--- src/rtl/uart_pkg.sv ---
`default_nettype none
// +--------------------------------------------------------------------+
// | uart_pkg : shared types and widths for the UART transmit path       |
// | Rev 1.0                                                             |
// +--------------------------------------------------------------------+
package uart_pkg;

    localparam int UART_BYTE_W = 8;

    typedef enum logic [1:0] {
        IDLE      = 2'd0,
        START     = 2'd1,
        WAIT_BUSY = 2'd2,
        WAIT_DONE = 2'd3
    } tx_state_e;

endpackage : uart_pkg
`default_nettype wire

--- src/rtl/sync_fifo.sv ---
`default_nettype none
// +--------------------------------------------------------------------+
// | sync_fifo : circular byte store with wrap pointers and count        |
// | Rev 1.0                                                             |
// +--------------------------------------------------------------------+
module sync_fifo #(
    parameter int DEPTH      = 16,
    parameter int DATA_WIDTH = 8
) (
    input  logic                    clk_i,
    input  logic                    rst_ni,
    input  logic                    push_i,
    input  logic [DATA_WIDTH-1:0]   push_data_i,
    input  logic                    pop_i,
    input  logic                    flush_i,
    output logic [DATA_WIDTH-1:0]   rd_data_o,
    output logic [$clog2(DEPTH):0]  count_o,
    output logic                    full_o,
    output logic                    empty_o
);

    localparam int AW = $clog2(DEPTH);
    localparam int CW = AW + 1;

    localparam logic [AW-1:0] c_ptr_one   = AW'(1);
    localparam logic [CW-1:0] c_count_one = CW'(1);
    localparam logic [CW-1:0] c_depth     = CW'(DEPTH);

    logic [DATA_WIDTH-1:0] r_mem [DEPTH];
    logic [AW-1:0]         r_wr_ptr;
    logic [AW-1:0]         r_rd_ptr;
    logic [CW-1:0]         r_count;
    logic                  w_push;
    logic                  w_pop;

    // Flush wins over a same-cycle push so a cleared FIFO stays empty.
    assign w_push = push_i && !full_o && !flush_i;
    assign w_pop  = pop_i && !empty_o;

    assign full_o    = (r_count == c_depth);
    assign empty_o   = (r_count == '0);
    assign count_o   = r_count;
    assign rd_data_o = r_mem[r_rd_ptr];

    always_ff @(posedge clk_i) begin
        if (w_push) begin
            r_mem[r_wr_ptr] <= push_data_i;
        end
    end

    always_ff @(posedge clk_i or negedge rst_ni) begin
        if (!rst_ni) begin
            r_wr_ptr <= '0;
            r_rd_ptr <= '0;
            r_count  <= '0;
        end else if (flush_i) begin
            r_wr_ptr <= '0;
            r_rd_ptr <= '0;
            r_count  <= '0;
        end else begin
            if (w_push) begin
                r_wr_ptr <= r_wr_ptr + c_ptr_one;
            end
            if (w_pop) begin
                r_rd_ptr <= r_rd_ptr + c_ptr_one;
            end
            unique case ({w_push, w_pop})
                2'b10:   r_count <= r_count + c_count_one;
                2'b01:   r_count <= r_count - c_count_one;
                default: r_count <= r_count;
            endcase
        end
    end

endmodule : sync_fifo
`default_nettype wire

--- src/rtl/uart_tx_fifo.sv ---
`default_nettype none
// +--------------------------------------------------------------------+
// | uart_tx_fifo : byte FIFO draining into the UART transmitter         |
// | Rev 1.0                                                             |
// +--------------------------------------------------------------------+
module uart_tx_fifo
    import uart_pkg::*;
#(
    parameter int DEPTH        = 16,
    parameter int DATA_WIDTH   = UART_BYTE_W,
    parameter int BUSY_TIMEOUT = 15
) (
    input  logic                    clk_i,
    input  logic                    rst_ni,
    input  logic                    push_valid_i,
    input  logic [DATA_WIDTH-1:0]   push_data_i,
    output logic                    push_ready_o,
    input  logic                    flush_i,
    output logic                    tx_start_o,
    output logic [DATA_WIDTH-1:0]   tx_data_o,
    input  logic                    tx_busy_i,
    output logic [$clog2(DEPTH):0]  count_o,
    output logic                    empty_o,
    output logic                    full_o,
    output logic                    overflow_o,
    input  logic                    overflow_clr_i
);

    localparam int TW = $clog2(BUSY_TIMEOUT + 1);

    localparam logic [TW-1:0] c_timeout_last = TW'(BUSY_TIMEOUT - 1);
    localparam logic [TW-1:0] c_timeout_one  = TW'(1);

    tx_state_e             r_state;
    tx_state_e             w_state_next;
    logic [TW-1:0]         r_timeout_cnt;
    logic [DATA_WIDTH-1:0] r_tx_data;
    logic [DATA_WIDTH-1:0] w_fifo_rd_data;
    logic                  r_overflow;
    logic                  w_push;
    logic                  w_pop;
    logic                  w_timeout_hit;

    assign push_ready_o  = !full_o;
    assign w_push        = push_valid_i && push_ready_o;
    assign w_pop         = (r_state == IDLE) && !empty_o && !tx_busy_i;
    assign w_timeout_hit = (r_timeout_cnt == c_timeout_last);
    assign tx_data_o     = r_tx_data;
    assign overflow_o    = r_overflow;

    sync_fifo #(
        .DEPTH      (DEPTH),
        .DATA_WIDTH (DATA_WIDTH)
    ) u_fifo (
        .clk_i       (clk_i),
        .rst_ni      (rst_ni),
        .push_i      (w_push),
        .push_data_i (push_data_i),
        .pop_i       (w_pop),
        .flush_i     (flush_i),
        .rd_data_o   (w_fifo_rd_data),
        .count_o     (count_o),
        .full_o      (full_o),
        .empty_o     (empty_o)
    );

    always_ff @(posedge clk_i or negedge rst_ni) begin
        if (!rst_ni) begin
            r_state <= IDLE;
        end else begin
            r_state <= w_state_next;
        end
    end

    always_comb begin
        w_state_next = r_state;
        unique case (r_state)
            IDLE: begin
                if (w_pop) begin
                    w_state_next = START;
                end
            end
            START: begin
                w_state_next = WAIT_BUSY;
            end
            WAIT_BUSY: begin
                // A transmitter that never asserts busy must not stall the drain.
                if (tx_busy_i) begin
                    w_state_next = WAIT_DONE;
                end else if (w_timeout_hit) begin
                    w_state_next = IDLE;
                end
            end
            WAIT_DONE: begin
                if (!tx_busy_i) begin
                    w_state_next = IDLE;
                end
            end
            default: begin
                w_state_next = IDLE;
            end
        endcase
    end

    always_comb begin
        tx_start_o = (r_state == START);
    end

    // WAIT_BUSY is only ever entered from START, so clearing there restarts the window.
    always_ff @(posedge clk_i or negedge rst_ni) begin
        if (!rst_ni) begin
            r_timeout_cnt <= '0;
        end else if (r_state == START) begin
            r_timeout_cnt <= '0;
        end else if ((r_state == WAIT_BUSY) && !tx_busy_i) begin
            r_timeout_cnt <= r_timeout_cnt + c_timeout_one;
        end
    end

    always_ff @(posedge clk_i or negedge rst_ni) begin
        if (!rst_ni) begin
            r_tx_data <= '0;
        end else if (w_pop) begin
            r_tx_data <= w_fifo_rd_data;
        end
    end

    always_ff @(posedge clk_i or negedge rst_ni) begin
        if (!rst_ni) begin
            r_overflow <= 1'b0;
        end else if (overflow_clr_i) begin
            r_overflow <= 1'b0;
        end else if (push_valid_i && full_o) begin
            r_overflow <= 1'b1;
        end
    end

endmodule : uart_tx_fifo
`default_nettype wire

--- config.mk ---
export PLATFORM = sky130hd
export DESIGN_NAME = uart_tx_fifo
export DESIGN_NICKNAME = d
export VERILOG_FILES = /design/src/rtl/uart_pkg.sv /design/src/rtl/sync_fifo.sv /design/src/rtl/uart_tx_fifo.sv
export SDC_FILE = /design/constraint.sdc
export NUM_CORES = 1
export LEC_CHECK = 0
export ABC_AREA = 1
export CAP_MARGIN = 20
export CORE_ASPECT_RATIO = 1.75
export CORE_MARGIN = 2
export CORE_UTILIZATION = 60
export CTS_CLUSTER_SIZE = 24
export DETAILED_ROUTE_END_ITERATION = 8
export GPL_ROUTABILITY_DRIVEN = 0
export HOLD_SLACK_MARGIN = 0.08
export PLACE_DENSITY_LB_ADDON = 0.08
export SLEW_MARGIN = 15
export SYNTH_ARGS = -nofsm -noshare
export SYNTH_HDL_FRONTEND = slang
export SYNTH_SLANG_ARGS = --single-unit
--- constraint.sdc ---
create_clock -name clk_i -period 2.07 [get_ports clk_i]
set_input_delay 0.3105 -clock clk_i [delete_from_list [all_inputs] [get_ports clk_i]]
set_output_delay 0.3105 -clock clk_i [all_outputs]
set_load 0.02 [all_outputs]
==> metrics.md, run 1 <==
| Metric | Value |
|---|---|
| Outcome | `finished, final reports clean` |
| Achievable Freq | `507 MHz` |
| Synthesized-area fraction occupied by ao, oa, aoi and oai cells | `0.126` |
| Final cycle utilization of the critical path | `0.953` |
| CP startpoint kind | `flop` |
| Number of nets in the synthesized netlist | `557` |
| Most frequent standard cell in the layout excluding fill and tap cells | `sky130_fd_sc_hd__edfxtp_1` |
| Category of cells accounting for the largest share of critical-path delay | `buffers and inverters` |
| Vias in the first global route | `4,627` |
| Layout overhead on the synthesized area | `18.9%` |
| Relative slew slack | `0.479` |
| Commonest cells after routing, fill and taps aside | `sky130_fd_sc_hd__edfxtp_1, sky130_fd_sc_hd__nor2_1, sky130_fd_sc_hd__o21ai_0` |
| Cell taking the most area after synthesis | `sky130_fd_sc_hd__edfxtp_1` |
| Met3 layer usage reported by global route | `0.0528` |
| Count of unresolved DRC violations after routing | `0` |
| Clock transition time at the flip-flop clock pins of the worst setup and hold paths | `0.07 ns` |
| Reported max-cap violation count | `0` |
| CP Max Fanout | `3` |
| Maximum buffer depth of the clock tree | `2` |
| Dominant combinational cell family by area after synthesis | `compound AO/OA/AOI/OAI gates` |
| Number of buffers added for setup after CTS | `0` |
| Total congestion overflow after global routing | `0` |
| Area fraction in and, or, nand and nor cells after synthesis | `0.118` |
| Total CTS buffers | `17` |
| Area of the core | `10,700 sq um` |
| Clock tree from TritonCTS | `built` |
| Routed vias/inst | `6.18` |
| Maximum resistive drop on vdd | `0.000845 V` |
| Detail Placement HPWL | `10,100 um` |
| Unrepaired setup endpoints after global routing | `false` |
| Static leakage | `2.85 nW` |
| Setup WS pre-CTS | `-0.0164 ns` |
| Fraction of final layout cells sized beyond drive strength 1 | `0.160` |
| Post-CTS sizing | `3` |
| Met1 usage in global routing | `0.297` |
| Busiest layer in global routing | `met2` |
| Cell Rows | `50` |
| Share of the yosys chip area belonging to registers | `0.694` |
| Effective utilization at floorplan | `0.612` |
| Fraction of post-synthesis cell area in the top cell type by area | `0.587` |
| Clock Tree Root | `sky130_fd_sc_hd__clkbuf_16` |
| Adder-Cell Fraction of Synth Area | `0.0172` |
| M2 GR Usage | `0.498` |
| Final Net Count | `617` |
| First-pass DRT Iterations | `4` |
| Top post-synthesis cells by area | `sky130_fd_sc_hd__edfxtp_1, sky130_fd_sc_hd__dfrtp_1, sky130_fd_sc_hd__o21ai_0, sky130_fd_sc_hd__nor2_1, sky130_fd_sc_hd__o221ai_1` |
| Req. time, crit path | `1.76 ns` |
| Number of setup violations in the final report | `0` |
| Number of hold buffers added after cts | `0` |
| Antenna diode instance count | `0` |
| Die extent in x | `83.0 um` |
| XOR/XNOR share of the synthesized area | `0.00401` |
| Clock sink count | `156` |
| Power density normalized to cell area | `1190 nW/um^2` |
| Post-Route Skew | `0.0115 ns` |
| Summed instance area of the synthesized netlist | `6550 sq um` |
| Drt wl/cell | `20.5 um` |
| Fraction of synthesized area in multiplexers | `0` |
| Via count of the routed design | `4,555` |
| Number of antenna-violating nets in the routed design | `0` |
| Worst hold path type | `in -> async` |
| Crit path cell chain | `nor2_1 -> clkdlybuf4s50_1` |
| Wire length of the first global-routing pass | `24,000 um` |
| Non-filler cells, final | `737` |
| Initial antenna violation count | `0` |
| Arrival time worst endpoint | `1.66 ns` |
| Warnings from Yosys | `0` |
| Clock latency reported for the late side of the worst-skew pair | `0.42 ns` |
| Count of unique library cells instantiated by Yosys | `34` |
| Largest net degree at the start of global routing | `39` |
| Worst setup slack after layout | `0.0971 ns` |
| Worst Max-Slew Pin Slew | `0.779 ns` |
| Finished Core Util | `0.728` |
| Overall die height | `142 um` |
| Critical path buffers and inverters | `1` |
| Tot GR Track Use | `0.270` |
| Endpoint class of the critical path | `output port` |
| Final routed wirelength across all metal layers | `15,100 um` |
| Synthesized area per cell | `12.3 sq um` |
| Crit-path slowest cell | `sky130_fd_sc_hd__clkdlybuf4s50_1` |
| Area of the die | `11,800 sq um` |
| Maximum single-stage delay on the critical path | `0.64 ns` |
| Detailed router's first-iteration violation count | `408` |
| DP Cell Count | `705` |
| Final hold violations | `0` |
| Clock period minus worst slack | `1.97 ns` |
| Cells after Synth | `534` |
| Total count of max-transition violations in the final report | `0` |
| Flops & latches, synth | `156` |
| Worst hold margin | `0.290 ns` |
| Number of H-tree levels | `4` |
| Critical path start-end classification | `reg -> out` |
| Port Buffer Count | `31` |
| Top-level I/O count | `32` |
==> sequential cells by signal, indices dropped and copies added (netlist names) <==
| register | cells |
|---|---|
| overflow_o | 1 |
| r_state | 2 |
| r_timeout_cnt | 4 |
| tx_data_o | 8 |
| u_fifo.count_o | 5 |
| u_fifo.r_mem | 128 |
| u_fifo.r_rd_ptr | 4 |
| u_fifo.r_wr_ptr | 4 |
==> synthesized netlist by cell type (all sizes together) <==
cell	instances
edfxtp	128
nor2	94
o21ai	76
nand2	38
inv	31
dfrtp	28
nand3	22
buf	16
o211ai	16
o221ai	16
nor3	15
o22ai	13
clkbuf	12
ha	9
a31oi	8
a21oi	5
xnor2	3
a211oi	1
a21boi	1
a31o	1
o21a	1
==> kinds of logic after synthesis <==
| logic type | Yosys count |
|---|---|
| and+or+nand+nor | 169 |
| AOI/OAI and AO/OA | 138 |
| adders and majority gates | 9 |
| DFF | 156 |
| buffers and inverters | 59 |
| xor gates and xnor gates | 3 |
==> layer usage <==
metal,part of all wire,routed length [um]
met3,0.051,773
met2,0.55,8270
met4,0.038,573
met5,0,0
met1,0.36,5500
==> path summary, 6_finish.rpt <==
| check | startpoint | to | slack (ns) | depth (start not counted) |
|---|---|---|---|---|
| setup / recovery | r_state[1] | tx_start_o | 0.1 | 2 |
| hold / removal | rst_ni | u_fifo.count_o[1] | 0.29 | 2 |
| setup reg to reg | u_fifo.r_rd_ptr[0] | tx_data_o[4] | 0.16 | 5 |
| hold reg to reg | overflow_o | overflow_o | 0.50 | 2 |
| max in group asynchronous | rst_ni | u_fifo.r_rd_ptr[0] | 1.45 | 2 |
| min in group clk_i | overflow_clr_i | overflow_o | 0.42 | 2 |
==> layout make-up <==
cell class	count	area (sq um)
Clock buffer	17	425
Clock inverter	15	191
Fill cell	715	2910
Inverter	31	119
Multi-Input combinational cell	319	1740
Sequential cell	156	4550
Tap cell	130	163
Timing Repair Buffer	69	604
==> through the flow <==
stage                     instance area, sq um  total power [mW]  TNS, ns
final                                     7790              9.26        0
after global routing                      7790              9.65        0
after CTS                                 7790              9.28        0
after detailed placement                  7170              6.14  -0.0402
after global placement                    7170              6.06        0
after floorplan                           6550              5.28        0
==> power by group <==
group	switching (mW)	internal (mW)	total (mW)
clock network	1.34	1.85	3.19
logic	1.42	0.847	2.27
registers	0.189	3.61	3.80
total	2.96	6.30	9.26
==> worst reg2reg max path, delay by kind of cell (launching register included) <==
| kind | cells | cell delay (ns) |
|---|---|---|
| AO/OA/AOI/OAI | 3 | 0.71 |
| flip-flops | 1 | 0.56 |
| buffers and inverters | 1 | 0.37 |
| AND/OR/NAND/NOR | 1 | 0.19 |
(Power assumes the default switching activity.)
==> inputs of run 2 (changes only) <==
Settings changed: CTS_CLUSTER_SIZE 24 to 8.
==> results of run 2 <==
Final layout, timing and power as in run 1 (identical DEF).
==> inputs of run 3 (changes only) <==
Settings changed: CORE_MARGIN 2 to default.
==> run 3 against run 2 <==
Routed wire length is 3.6% higher; sequential cell count unchanged; maximum frequency grew 0.74%; global-route usage up 2.8 points; worst setup slack better by 0.015 ns; clock skew barely moved; hold slack got worse by 0.0024 ns; cell count decreased by 0.27%; non-clock buffer count down 2; critical path type unchanged; largest power group unchanged.
==> metrics.md, run 3 (synthesized netlist as in run 1, its figures left out) <==
| Metric | Value |
|---|---|
| Final hold violations | `0` |
| Highest routing layer actually used | `met4` |
| Sw power | `2.86 mW` |
| Metal3 WL | `963 um` |
| Tot GR Track Use | `0.298` |
| Detailed router's first-iteration violation count | `366` |
| Clock transition time at the flip-flop clock pins of the worst setup and hold paths | `0.06 ns` |
| Crit path cell chain | `nor2_1 -> clkdlybuf4s50_1` |
| Clock Tree Root | `sky130_fd_sc_hd__clkbuf_16` |
| Number of flip-flops under the largest register name | `128` |
| Storage element area | `4550 sq um` |
| Clock tree from TritonCTS | `built` |
| Commonest cells after routing, fill and taps aside | `sky130_fd_sc_hd__edfxtp_1, sky130_fd_sc_hd__nor2_1, sky130_fd_sc_hd__o21ai_0` |
| Clock latency reported for the late side of the worst-skew pair | `0.42 ns` |
| Post-Route Skew | `0.0114 ns` |
| Overall die height | `140 um` |
| Total congestion overflow after global routing | `0` |
| Cell Rows | `50` |
| DP Cell Count | `703` |
| Final routed wirelength across all metal layers | `15,700 um` |
| Largest net degree at the start of global routing | `43` |
| Drt wl/cell | `21.3 um` |
| Worst Max-Slew Pin Slew | `0.678 ns` |
| Effective utilization at floorplan | `0.616` |
| Arrival time worst endpoint | `1.65 ns` |
| Final cycle utilization of the critical path | `0.946` |
| Relative slew slack | `0.546` |
| Routed vias/inst | `6.22` |
| Number of hold buffers added after cts | `0` |
| Critical path start-end classification | `reg -> out` |
| Area of combinational cells with multiple inputs | `1740 sq um` |
| Clock sink count | `156` |
| Number of buffers added for setup after CTS | `0` |
| Count of unresolved DRC violations after routing | `0` |
| Req. time, crit path | `1.76 ns` |
| Static leakage | `2.88 nW` |
| Number of setup violations in the final report | `0` |
| Net Sw Frac | `0.297` |
| Number of H-tree levels | `4` |
| Wire length of the first global-routing pass | `24,000 um` |
| Port Buffer Count | `31` |
| Layout overhead on the synthesized area | `20.1%` |
| Top-level I/O count | `32` |
| Non-filler cells, final | `735` |
| Part of the total power dissipated in combinational logic | `0.235` |
| Clock period minus worst slack | `1.96 ns` |
| Fraction of final layout cells sized beyond drive strength 1 | `0.155` |
| Register name with the most flops | `u_fifo.r_mem` |
| CP Max Fanout | `3` |
| Met2 layer wire length in the routed design | `8590 um` |
| Flop pwr share | `0.397` |
| CP startpoint kind | `flop` |
| Outcome | `finished, final reports clean` |
| Maximum single-stage delay on the critical path | `0.64 ns` |
| Power density normalized to cell area | `1220 nW/um^2` |
| Worst hold path type | `in -> async` |
| Maximum resistive drop on vdd | `0.00128 V` |
| Area of the die | `11,400 sq um` |
| Post-Route M1 WL | `5600 um` |
| Most frequent standard cell in the layout excluding fill and tap cells | `sky130_fd_sc_hd__edfxtp_1` |
| Maximum buffer depth of the clock tree | `2` |
| Unrepaired setup endpoints after global routing | `false` |
| Total count of max-transition violations in the final report | `0` |
| Achievable Freq | `511 MHz` |
| Final Net Count | `615` |
| Internal Pwr Total | `6.75 mW` |
| First-pass DRT Iterations | `5` |
| Register-to-register path setup slack | `0.17 ns` |
| Area of the core | `10,600 sq um` |
| Detail Placement HPWL | `10000 um` |
| Via count of the routed design | `4,572` |
| Vias in the first global route | `4,552` |
| Reported max-cap violation count | `0` |
| Die extent in x | `81.0 um` |
| Total CTS buffers | `17` |
| Endpoint class of the critical path | `output port` |
| Number of antenna-violating nets in the routed design | `0` |
| Post-CTS sizing | `2` |
| Fill cell count | `720` |
| Crit-path slowest cell | `sky130_fd_sc_hd__clkdlybuf4s50_1` |
| Clock network fraction of total power | `0.368` |
| Initial antenna violation count | `0` |
| Antenna diode instance count | `0` |
| Setup TNS Final | `0 ns` |
-- run 3: changes by cell type in the layout (fill, tap and decap cells not counted), moves of 2 or more --
cell                         previous run  this run
sky130_fd_sc_hd__bufinv_16              2         6
sky130_fd_sc_hd__clkinv_4               1         3
sky130_fd_sc_hd__buf_4                 37        33
sky130_fd_sc_hd__inv_8                  4         0
sky130_fd_sc_hd__buf_12                 1         3
sky130_fd_sc_hd__clkinvlp_4             0         2
sky130_fd_sc_hd__inv_6                  7         4
-- run 3: power by group through the flow --
stage | registers [mW] | clock network, mW | logic (mW)
5_1_grt | 3.84 | 3.69 | 2.48
6_report | 3.82 | 3.53 | 2.26
3_3_place_gp | 3.87 | 0 | 2.18
2_1_floorplan | 3.96 | 0 | 1.32
3_5_place_dp | 3.88 | 0 | 2.26
4_1_cts | 3.82 | 3.56 | 2.27
-- run 3: layer usage --
| layer | GRT usage | vias to the layer above |
|---|---|---|
| li1 | - | 2067 |
| met1 | 0.347 | 2245 |
| met2 | 0.515 | 215 |
| met3 | 0.0658 | 45 |
| met4 | 0.129 | 0 |
| met5 | 0 | - |
-- run 3: layout make-up --
class                   count  share of cell area
clock buffers              17              0.0541
clock inverters            15              0.0326
inverters                  31              0.0151
multi-input cells         319               0.221
flip-flops and latches    156               0.578
well taps                 130              0.0207
repair buffers             67              0.0786
-- run 3: metrics by stage --
stage	power [mW]	cell area (sq um)	utilization	worst slack [ns]	hold slack [ns]
floorplan	5.28	6550	-	0.00801	0.0149
global placement	6.05	7180	0.675	0.0817	0.481
detailed placement	6.14	7180	0.675	-0.0228	0.498
CTS	9.65	7860	0.739	0.0339	0.296
global route	10.0	7870	0.740	0.0244	0.313
finish	9.61	7870	0.740	0.112	0.288
-- run 3: worst paths after layout --
kind / cells past startpoint / startpoint / endpoint
worst max-delay path: 2 / r_state[1] / tx_start_o
worst min-delay path: 2 / rst_ni / tx_data_o[4]
min in group clk_i: 2 / overflow_clr_i / overflow_o
worst min register to register: 2 / overflow_o / overflow_o
worst max register to register: 15 / u_fifo.count_o[1] / u_fifo.count_o[4]
max in group asynchronous: 2 / rst_ni / u_fifo.r_rd_ptr[0]
-- run 3: worst max-delay path: cells and delay by family, from the launching register on --
family	cells	cell delay, ns
buf+inv	1	0.64
flops	1	0.40
simple gates	1	0.19
